<file path="config.mk">
export PLATFORM = sky130hd
export DESIGN_NAME = djudge_multi_flat
export DESIGN_NICKNAME = d
export VERILOG_FILES = /design/src/rtl/djudge_pkg.sv /design/src/rtl/djudge_multi_if.sv /design/src/rtl/djudge_cmp.sv /design/src/rtl/djudge_multi.sv /design/src/flat_wrapper.sv
export SDC_FILE = /design/constraint.sdc
export NUM_CORES = 1
export LEC_CHECK = 0
export BUFFER_PORTS_ARGS = -buffer_cell sky130_fd_sc_hd__clkbuf_2
export CAP_MARGIN = 10
export CORE_MARGIN = 5
export CORE_UTILIZATION = 45
export DETAILED_ROUTE_END_ITERATION = 8
export HOLD_SLACK_MARGIN = 0.12
export PLACE_DENSITY = 0.7
export SYNTH_ARGS = -nofsm -noshare
export SYNTH_HDL_FRONTEND = slang
export SYNTH_HIERARCHICAL = 1
export SYNTH_SLANG_ARGS = --single-unit
</file>
<file path="constraint.sdc">
create_clock -name clock -period 3.7 [get_ports clock]
set_input_delay 0.74 -clock clock [delete_from_list [all_inputs] [get_ports clock]]
set_output_delay 0.74 -clock clock [all_outputs]
set_load 0.01 [all_outputs]
</file>
<file path="src/rtl/djudge_pkg.sv">
// Shared types and codes for the double-up judge: FSM states, guess and
// result encodings, and the tie-rule selector values.
package djudge_pkg;

  typedef enum logic [1:0] {
    ST_IDLE  = 2'd0,
    ST_WAIT  = 2'd1,
    ST_JUDGE = 2'd2
  } state_t;

  localparam logic [1:0] GUESS_NONE = 2'b00;
  localparam logic [1:0] GUESS_HIGH = 2'b01;
  localparam logic [1:0] GUESS_LOW  = 2'b10;
  localparam logic [1:0] GUESS_CASH = 2'b11;

  localparam logic [1:0] RES_NONE = 2'b00;
  localparam logic [1:0] RES_WIN  = 2'b01;
  localparam logic [1:0] RES_TIE  = 2'b10;
  localparam logic [1:0] RES_LOSE = 2'b11;

  // Tie rule: a push keeps the pot and counts the round; otherwise a tie loses.
  localparam int TIE_PUSH  = 0;
  localparam int TIE_LOSES = 1;

endpackage

</file>
<file path="src/rtl/djudge_multi_if.sv">
// Bundle between the dealer/controller side (master) and the judge (slave).
interface djudge_multi_if #(
  parameter int CARD_W = 4,
  parameter int PAY_W  = 16,
  parameter int SW     = 2
);
  logic              bet_c;
  logic              start;
  logic [PAY_W-1:0]  stake;
  logic              guess_valid;
  logic [1:0]        guess;
  logic              guess_ready;
  logic [CARD_W-1:0] card_cur;
  logic [CARD_W-1:0] card_next;
  logic              result_valid;
  logic [1:0]        result;
  logic [PAY_W-1:0]  payout;
  logic [SW-1:0]     streak;
  logic              chance;
  logic              done;

  modport master (
    output bet_c, start, stake, guess_valid, guess, card_cur, card_next,
    input  guess_ready, result_valid, result, payout, streak, chance, done
  );

  modport slave (
    input  bet_c, start, stake, guess_valid, guess, card_cur, card_next,
    output guess_ready, result_valid, result, payout, streak, chance, done
  );
endinterface

</file>
<file path="src/rtl/djudge_cmp.sv">
// Combinational guess judge: maps (guess, shown card, drawn card) to a result
// code. Cash-out and empty guesses map to RES_NONE.
module djudge_cmp
  import djudge_pkg::*;
#(
  parameter int CARD_W   = 4,
  parameter int TIE_MODE = TIE_PUSH
) (
  input  logic [1:0]        guess,
  input  logic [CARD_W-1:0] card_cur,
  input  logic [CARD_W-1:0] card_next,
  output logic [1:0]        result
);

  // Unsigned rank comparison against the direction that was guessed.
  always_comb begin
    result = RES_NONE;
    if (guess == GUESS_HIGH || guess == GUESS_LOW) begin
      if (card_next == card_cur)
        result = (TIE_MODE == TIE_PUSH) ? RES_TIE : RES_LOSE;
      else if ((guess == GUESS_HIGH) == (card_next > card_cur))
        result = RES_WIN;
      else
        result = RES_LOSE;
    end
  end

endmodule

</file>
<file path="src/rtl/djudge_multi.sv">
// Double-up judge: opens a game with a stake, accepts high/low/cash-out
// guesses, doubles (saturating) or clears the pot, counts the streak and
// ends the game on loss, cash-out or the round cap.
module djudge_multi
  import djudge_pkg::*;
#(
  parameter int CARD_W     = 4,
  parameter int MAX_ROUNDS = 3,
  parameter int PAY_W      = 16,
  parameter int TIE_MODE   = TIE_PUSH
) (
  input logic          clock,
  input logic          reset_c,
  djudge_multi_if.slave bus
);

  localparam int SW = $clog2(MAX_ROUNDS + 1);
  localparam logic [SW-1:0] MAX_STREAK = SW'(MAX_ROUNDS);

  state_t            state_reg, state_next;
  logic [PAY_W-1:0]  payout_reg, payout_next;
  logic [SW-1:0]     streak_reg, streak_next;
  logic              chance_reg, chance_next;
  logic [1:0]        result_reg, result_next;
  logic              result_valid_reg, result_valid_next;
  logic              done_reg, done_next;
  logic [1:0]        guess_reg, guess_next;
  logic [CARD_W-1:0] cur_card_reg, cur_card_next;
  logic [CARD_W-1:0] nxt_card_reg, nxt_card_next;

  logic [1:0]        cmp_result;
  logic [PAY_W-1:0]  pot_double;
  logic [SW-1:0]     streak_inc;

  djudge_cmp #(
    .CARD_W   (CARD_W),
    .TIE_MODE (TIE_MODE)
  ) u_cmp (
    .guess     (guess_reg),
    .card_cur  (cur_card_reg),
    .card_next (nxt_card_reg),
    .result    (cmp_result)
  );

  // Doubling saturates to all-ones when the top bit would be shifted out.
  assign pot_double = payout_reg[PAY_W-1] ? '1 : {payout_reg[PAY_W-2:0], 1'b0};
  assign streak_inc = streak_reg + 1'b1;

  // Next-state and output decisions; abort via bet_c outranks everything.
  always_comb begin
    state_next        = state_reg;
    payout_next       = payout_reg;
    streak_next       = streak_reg;
    chance_next       = chance_reg;
    result_next       = result_reg;
    result_valid_next = 1'b0;
    done_next         = 1'b0;
    guess_next        = guess_reg;
    cur_card_next     = cur_card_reg;
    nxt_card_next     = nxt_card_reg;

    if (!bus.bet_c) begin
      state_next  = ST_IDLE;
      payout_next = '0;
      streak_next = '0;
      chance_next = 1'b0;
      result_next = RES_NONE;
    end else begin
      case (state_reg)
        ST_IDLE: begin
          if (bus.start && bus.stake != '0) begin
            payout_next = bus.stake;
            streak_next = '0;
            chance_next = 1'b1;
            result_next = RES_NONE;
            state_next  = ST_WAIT;
          end
        end
        ST_WAIT: begin
          if (bus.guess_valid && bus.guess != GUESS_NONE) begin
            guess_next    = bus.guess;
            cur_card_next = bus.card_cur;
            nxt_card_next = bus.card_next;
            state_next    = ST_JUDGE;
          end
        end
        ST_JUDGE: begin
          if (guess_reg == GUESS_CASH) begin
            result_next = RES_NONE;
            chance_next = 1'b0;
            done_next   = 1'b1;
            state_next  = ST_IDLE;
          end else if (cmp_result == RES_WIN || cmp_result == RES_TIE) begin
            result_next       = cmp_result;
            result_valid_next = 1'b1;
            streak_next       = streak_inc;
            if (cmp_result == RES_WIN)
              payout_next = pot_double;
            if (streak_inc == MAX_STREAK) begin
              chance_next = 1'b0;
              done_next   = 1'b1;
              state_next  = ST_IDLE;
            end else begin
              chance_next = 1'b1;
              state_next  = ST_WAIT;
            end
          end else begin
            result_next       = RES_LOSE;
            result_valid_next = 1'b1;
            payout_next       = '0;
            streak_next       = '0;
            chance_next       = 1'b0;
            done_next         = 1'b1;
            state_next        = ST_IDLE;
          end
        end
        default: state_next = ST_IDLE;
      endcase
    end
  end

  // State and output registers with asynchronous clear.
  always_ff @(posedge clock or posedge reset_c) begin
    if (reset_c) begin
      state_reg        <= ST_IDLE;
      payout_reg       <= '0;
      streak_reg       <= '0;
      chance_reg       <= 1'b0;
      result_reg       <= RES_NONE;
      result_valid_reg <= 1'b0;
      done_reg         <= 1'b0;
      guess_reg        <= GUESS_NONE;
      cur_card_reg     <= '0;
      nxt_card_reg     <= '0;
    end else begin
      state_reg        <= state_next;
      payout_reg       <= payout_next;
      streak_reg       <= streak_next;
      chance_reg       <= chance_next;
      result_reg       <= result_next;
      result_valid_reg <= result_valid_next;
      done_reg         <= done_next;
      guess_reg        <= guess_next;
      cur_card_reg     <= cur_card_next;
      nxt_card_reg     <= nxt_card_next;
    end
  end

  assign bus.guess_ready  = (state_reg == ST_WAIT);
  assign bus.result_valid = result_valid_reg;
  assign bus.result       = result_reg;
  assign bus.payout       = payout_reg;
  assign bus.streak       = streak_reg;
  assign bus.chance       = chance_reg;
  assign bus.done         = done_reg;

endmodule
</file>
<file path="src/flat_wrapper.sv">
// flat-port wrapper written by rule: the top's interface ports become plain ports
module djudge_multi_flat import djudge_pkg::*;
#(
  parameter int CARD_W     = 4,
  parameter int MAX_ROUNDS = 3,
  parameter int PAY_W      = 16,
  parameter int TIE_MODE   = TIE_PUSH
)
  (clock, reset_c, bus_bet_c, bus_start, bus_stake, bus_guess_valid, bus_guess, bus_card_cur, bus_card_next, bus_guess_ready, bus_result_valid, bus_result, bus_payout, bus_streak, bus_chance, bus_done);
  djudge_multi_if #(.CARD_W(CARD_W), .PAY_W(PAY_W)) bus_i ();
  input logic clock;
  input logic reset_c;
  input wire logic [$bits(bus_i.bet_c)-1:0] bus_bet_c;
  input wire logic [$bits(bus_i.start)-1:0] bus_start;
  input wire logic [$bits(bus_i.stake)-1:0] bus_stake;
  input wire logic [$bits(bus_i.guess_valid)-1:0] bus_guess_valid;
  input wire logic [$bits(bus_i.guess)-1:0] bus_guess;
  input wire logic [$bits(bus_i.card_cur)-1:0] bus_card_cur;
  input wire logic [$bits(bus_i.card_next)-1:0] bus_card_next;
  output wire logic [$bits(bus_i.guess_ready)-1:0] bus_guess_ready;
  output wire logic [$bits(bus_i.result_valid)-1:0] bus_result_valid;
  output wire logic [$bits(bus_i.result)-1:0] bus_result;
  output wire logic [$bits(bus_i.payout)-1:0] bus_payout;
  output wire logic [$bits(bus_i.streak)-1:0] bus_streak;
  output wire logic [$bits(bus_i.chance)-1:0] bus_chance;
  output wire logic [$bits(bus_i.done)-1:0] bus_done;
  assign bus_i.bet_c = bus_bet_c;
  assign bus_i.start = bus_start;
  assign bus_i.stake = bus_stake;
  assign bus_i.guess_valid = bus_guess_valid;
  assign bus_i.guess = bus_guess;
  assign bus_i.card_cur = bus_card_cur;
  assign bus_i.card_next = bus_card_next;
  assign bus_guess_ready = bus_i.guess_ready;
  assign bus_result_valid = bus_i.result_valid;
  assign bus_result = bus_i.result;
  assign bus_payout = bus_i.payout;
  assign bus_streak = bus_i.streak;
  assign bus_chance = bus_i.chance;
  assign bus_done = bus_i.done;
  djudge_multi #(.CARD_W(CARD_W), .MAX_ROUNDS(MAX_ROUNDS), .PAY_W(PAY_W), .TIE_MODE(TIE_MODE)) u_core (.clock(clock), .reset_c(reset_c), .bus(bus_i));
endmodule
</file>
==> metrics <==
worst hold-check path type=flop to flop; hold_buf cts=0; area overhead of the layout relative to synthesis=18.32%; highest ir drop seen on vdd=0.0002531 V; input/output buffers=54; Synth Warn #=6; number of nets in the final layout=294; required time at the worst-slack endpoint=3.86 ns; number of DRC violations after detailed-routing iteration 0=between 70 and 80; ratio of cells with drive above 1 in the final layout=0.3750; Clk Latency, worst-skew pair=0.28 ns; Final Core Density=0.5584; crit start category=flop; synthesized netlist net count=242; Seq/Total Area, Yosys=0.4204; portion of the clock cycle consumed by the worst path in the final layout=0.8003; leading cell types by count after synthesis=35 x sky130_fd_sc_hd__dfrtp_1, 23 x sky130_fd_sc_hd__nand2_1, 20 x sky130_fd_sc_hd__nor2_1; ant diodes=0; RePlAce Congestion=0.8194; area share of the leading cell type in the synthesized netlist=0.4204; worst reg-to-reg setup slack=0.74 ns; cell-by-cell listing of the critical path=inv_1, ha_1, or2_1, a211o_1, o211ai_2, ha_1, nor2_1, o221ai_2, buf_4, mux2_2; count of cells resized by post-cts repair=0; maximum net fanout on the critical path=19; Max H-tree Level=2; nature of the critical path endpoint=flop; Initial DRT Pass Iterations=4; proportion of synthesized flip-flops having asynchronous set or reset=1.000; width of the die=roughly 78 um; number of pins with negative max-slew slack in the final report=0; register bit count reported by yosys=35; number of clock sinks=35; Worst EP arrival=3.12 ns; buffer count from post-CTS setup fixing=0; Final Routed Wirelength=4501 um; average cell area after synthesis=10.26 um2; Post-synth EDFFs=0; total congestion overflow after global routing=0; slowest cell delay on critical path=0.46 ns; Synth area leaders=sky130_fd_sc_hd__dfrtp_1 42%, sky130_fd_sc_hd__mux2_2 8.6%, sky130_fd_sc_hd__mux2_4 7.2%; number of routed nets with antenna violations=0; number of filler cells placed in the layout=roughly 410; Floorplan Core Area=4414 um2; setup clock skew after layout=0.006373 ns; number of antenna violations at the first check in global routing=0; CTS root buffer=sky130_fd_sc_hd__clkbuf_8; max FFs per register=16; num rows=24; count of endpoints failing setup in the final report=0; maximum number of pins on one net before global-route repair=36; final setup TNS=0 ns; shortest clock period the worst path allows after layout=slightly below 3 ns; cell taking the most area after synthesis=sky130_fd_sc_hd__dfrtp_1; outcome=completed; final hold viol count=0; maximum operating frequency=337.7 MHz; total clock buffers created by CTS=5; maximum buffer depth of the clock tree=2; Starting Density=0.4719; number of global-route vias before repair=1634; transition time at the pin with the least slew margin=roughly 0.99 ns; ports placed on the boundary=55; synthesized instance count=a little over 200; Top cell by count, worst path=sky130_fd_sc_hd__ha_1; die footprint=6090 um2; leading cell type by number of instances after synthesis=sky130_fd_sc_hd__dfrtp_1; Main synth FF type=sky130_fd_sc_hd__dfrtp_1; floorplan die height=78.04 um; ratio of routed vias to standard cells=around 5.3; worst-path cell with the longest stage delay=sky130_fd_sc_hd__ha_1; Crit Path Category=flop to flop; Total Routing Usage GR=0.1540; average wire per standard cell=14.61 um; via count of the routed design=between 1500 and 2000; Leakage Power=1.236 nW; remaining routing DRC violations=0; clock transition at the register clock pins on the worst setup and hold paths after CTS=around 0.070 ns; distinct cell type count after synthesis=37; max-cap violation count=0; first-pass GRT wire length=7583 um; cell area after synthesis=between 2000 and 2500 um2; HPWL after detailed placement=3338 um; clock tree from TritonCTS=yes; power density of the placed cells=501.2 nW/um2; headroom to the max-slew limit=0.3432; unrepaired setup endpoints after global routing=false
## final timing paths
check,endpoint,startpoint,depth (start not counted)
max in group asynchronous,u_core/bus.payout[8],reset_c,3
worst max register to register,u_core/bus.payout[1],u_core/guess_reg[1],10
worst min-delay path,u_core/cur_card_reg[3],u_core/cur_card_reg[3],1
worst max-delay path,u_core/bus.payout[1],u_core/guess_reg[1],10
min in group asynchronous,u_core/cur_card_reg[1],reset_c,3
worst min register to register,u_core/cur_card_reg[3],u_core/cur_card_reg[3],1
## metrics by stage
stage	setup WS, ns	instance area [um2]	power (W)	instances	hold slack [ns]
after floorplan	1.130	2083	0.0008571	203	0.4807
after global placement	0.8392	2384	0.0009774	300	0.4924
after detailed placement	0.7478	2384	0.0009879	300	0.4977
after CTS	0.7557	2465	0.001246	308	0.5117
after global routing	0.6104	2465	0.001321	308	0.5318
final	0.7388	2465	0.001235	308	0.5057
## worst max-delay path, delay by kind of cell (launching register included)
family	cells	cell delay (ns)
compound gates	3	0.53
fa+ha+maj	2	0.77
buf+inv	2	0.36
flops	1	0.41
mux	1	0.38
simple gates	2	0.38
## cells by family after synthesis
group | count (synthesis) | synth area share
AOI/OAI and AO/OA | 36 | 0.1369
adders and majority gates | 8 | 0.04805
buffers and inverters | 22 | 0.04384
DFF | 35 | 0.4204
muxes | 26 | 0.1586
and+or+nand+nor | 76 | 0.1922
## power breakdown
part / total (W) / internal, W / switching, W
combinational: 0.000488 / 0.000215 / 0.000273
clock: 0.000262 / 0.000132 / 0.000130
sequential: 0.000485 / 0.000440 / 0.0000457
total: 0.00124 / 0.000787 / 0.000449
## cells in the final DEF (no fill, tap or decap), types with 2 or more instances in the layout
cell type / synthesis / final
sky130_fd_sc_hd__buf_4: 0 / 2
sky130_fd_sc_hd__dfrtp_1: 35 / 35
sky130_fd_sc_hd__or4_4: 2 / 2
sky130_fd_sc_hd__inv_1: 11 / 11
sky130_fd_sc_hd__o22ai_1: 2 / 2
sky130_fd_sc_hd__a21oi_1: 3 / 3
sky130_fd_sc_hd__mux2_4: 10 / 10
sky130_fd_sc_hd__nor2_1: 20 / 20
sky130_fd_sc_hd__clkbuf_1: 8 / 2
sky130_fd_sc_hd__ha_1: 8 / 8
sky130_fd_sc_hd__nor2b_1: 2 / 2
sky130_fd_sc_hd__a2bb2oi_1: 2 / 2
sky130_fd_sc_hd__clkbuf_2: 1 / 54
sky130_fd_sc_hd__clkbuf_8: 0 / 5
sky130_fd_sc_hd__mux2_2: 16 / 16
sky130_fd_sc_hd__nand3b_1: 2 / 2
sky130_fd_sc_hd__or4_1: 2 / 2
sky130_fd_sc_hd__a21boi_0: 18 / 18
sky130_fd_sc_hd__or3_1: 16 / 16
sky130_fd_sc_hd__nand2_1: 23 / 23
sky130_fd_sc_hd__nand3_1: 4 / 4
## per-layer routing
metal,vias to the layer above,GRT usage,wire (um)
li1,819,-,-
met1,771,0.2022,2118
met5,-,0,0
met3,7,0.03089,200
met2,39,0.2492,2110
met4,0,0.06081,72
## area by class of cell
cell class / instances / area [um2] / share of cell area
flip-flops and latches: 35 / 875.8 / 0.3553
clock buffers: 7 / 76.32 / 0.03096
repair buffers: 56 / 285.3 / 0.1157
multi-input cells: 146 / 1116 / 0.4528
clock inverters: 1 / 5.005 / 0.002030
inverters: 11 / 41.29 / 0.01675
well taps: 52 / 65.06 / 0.02640
No activity file was read; power rests on OpenSTA's default activity.
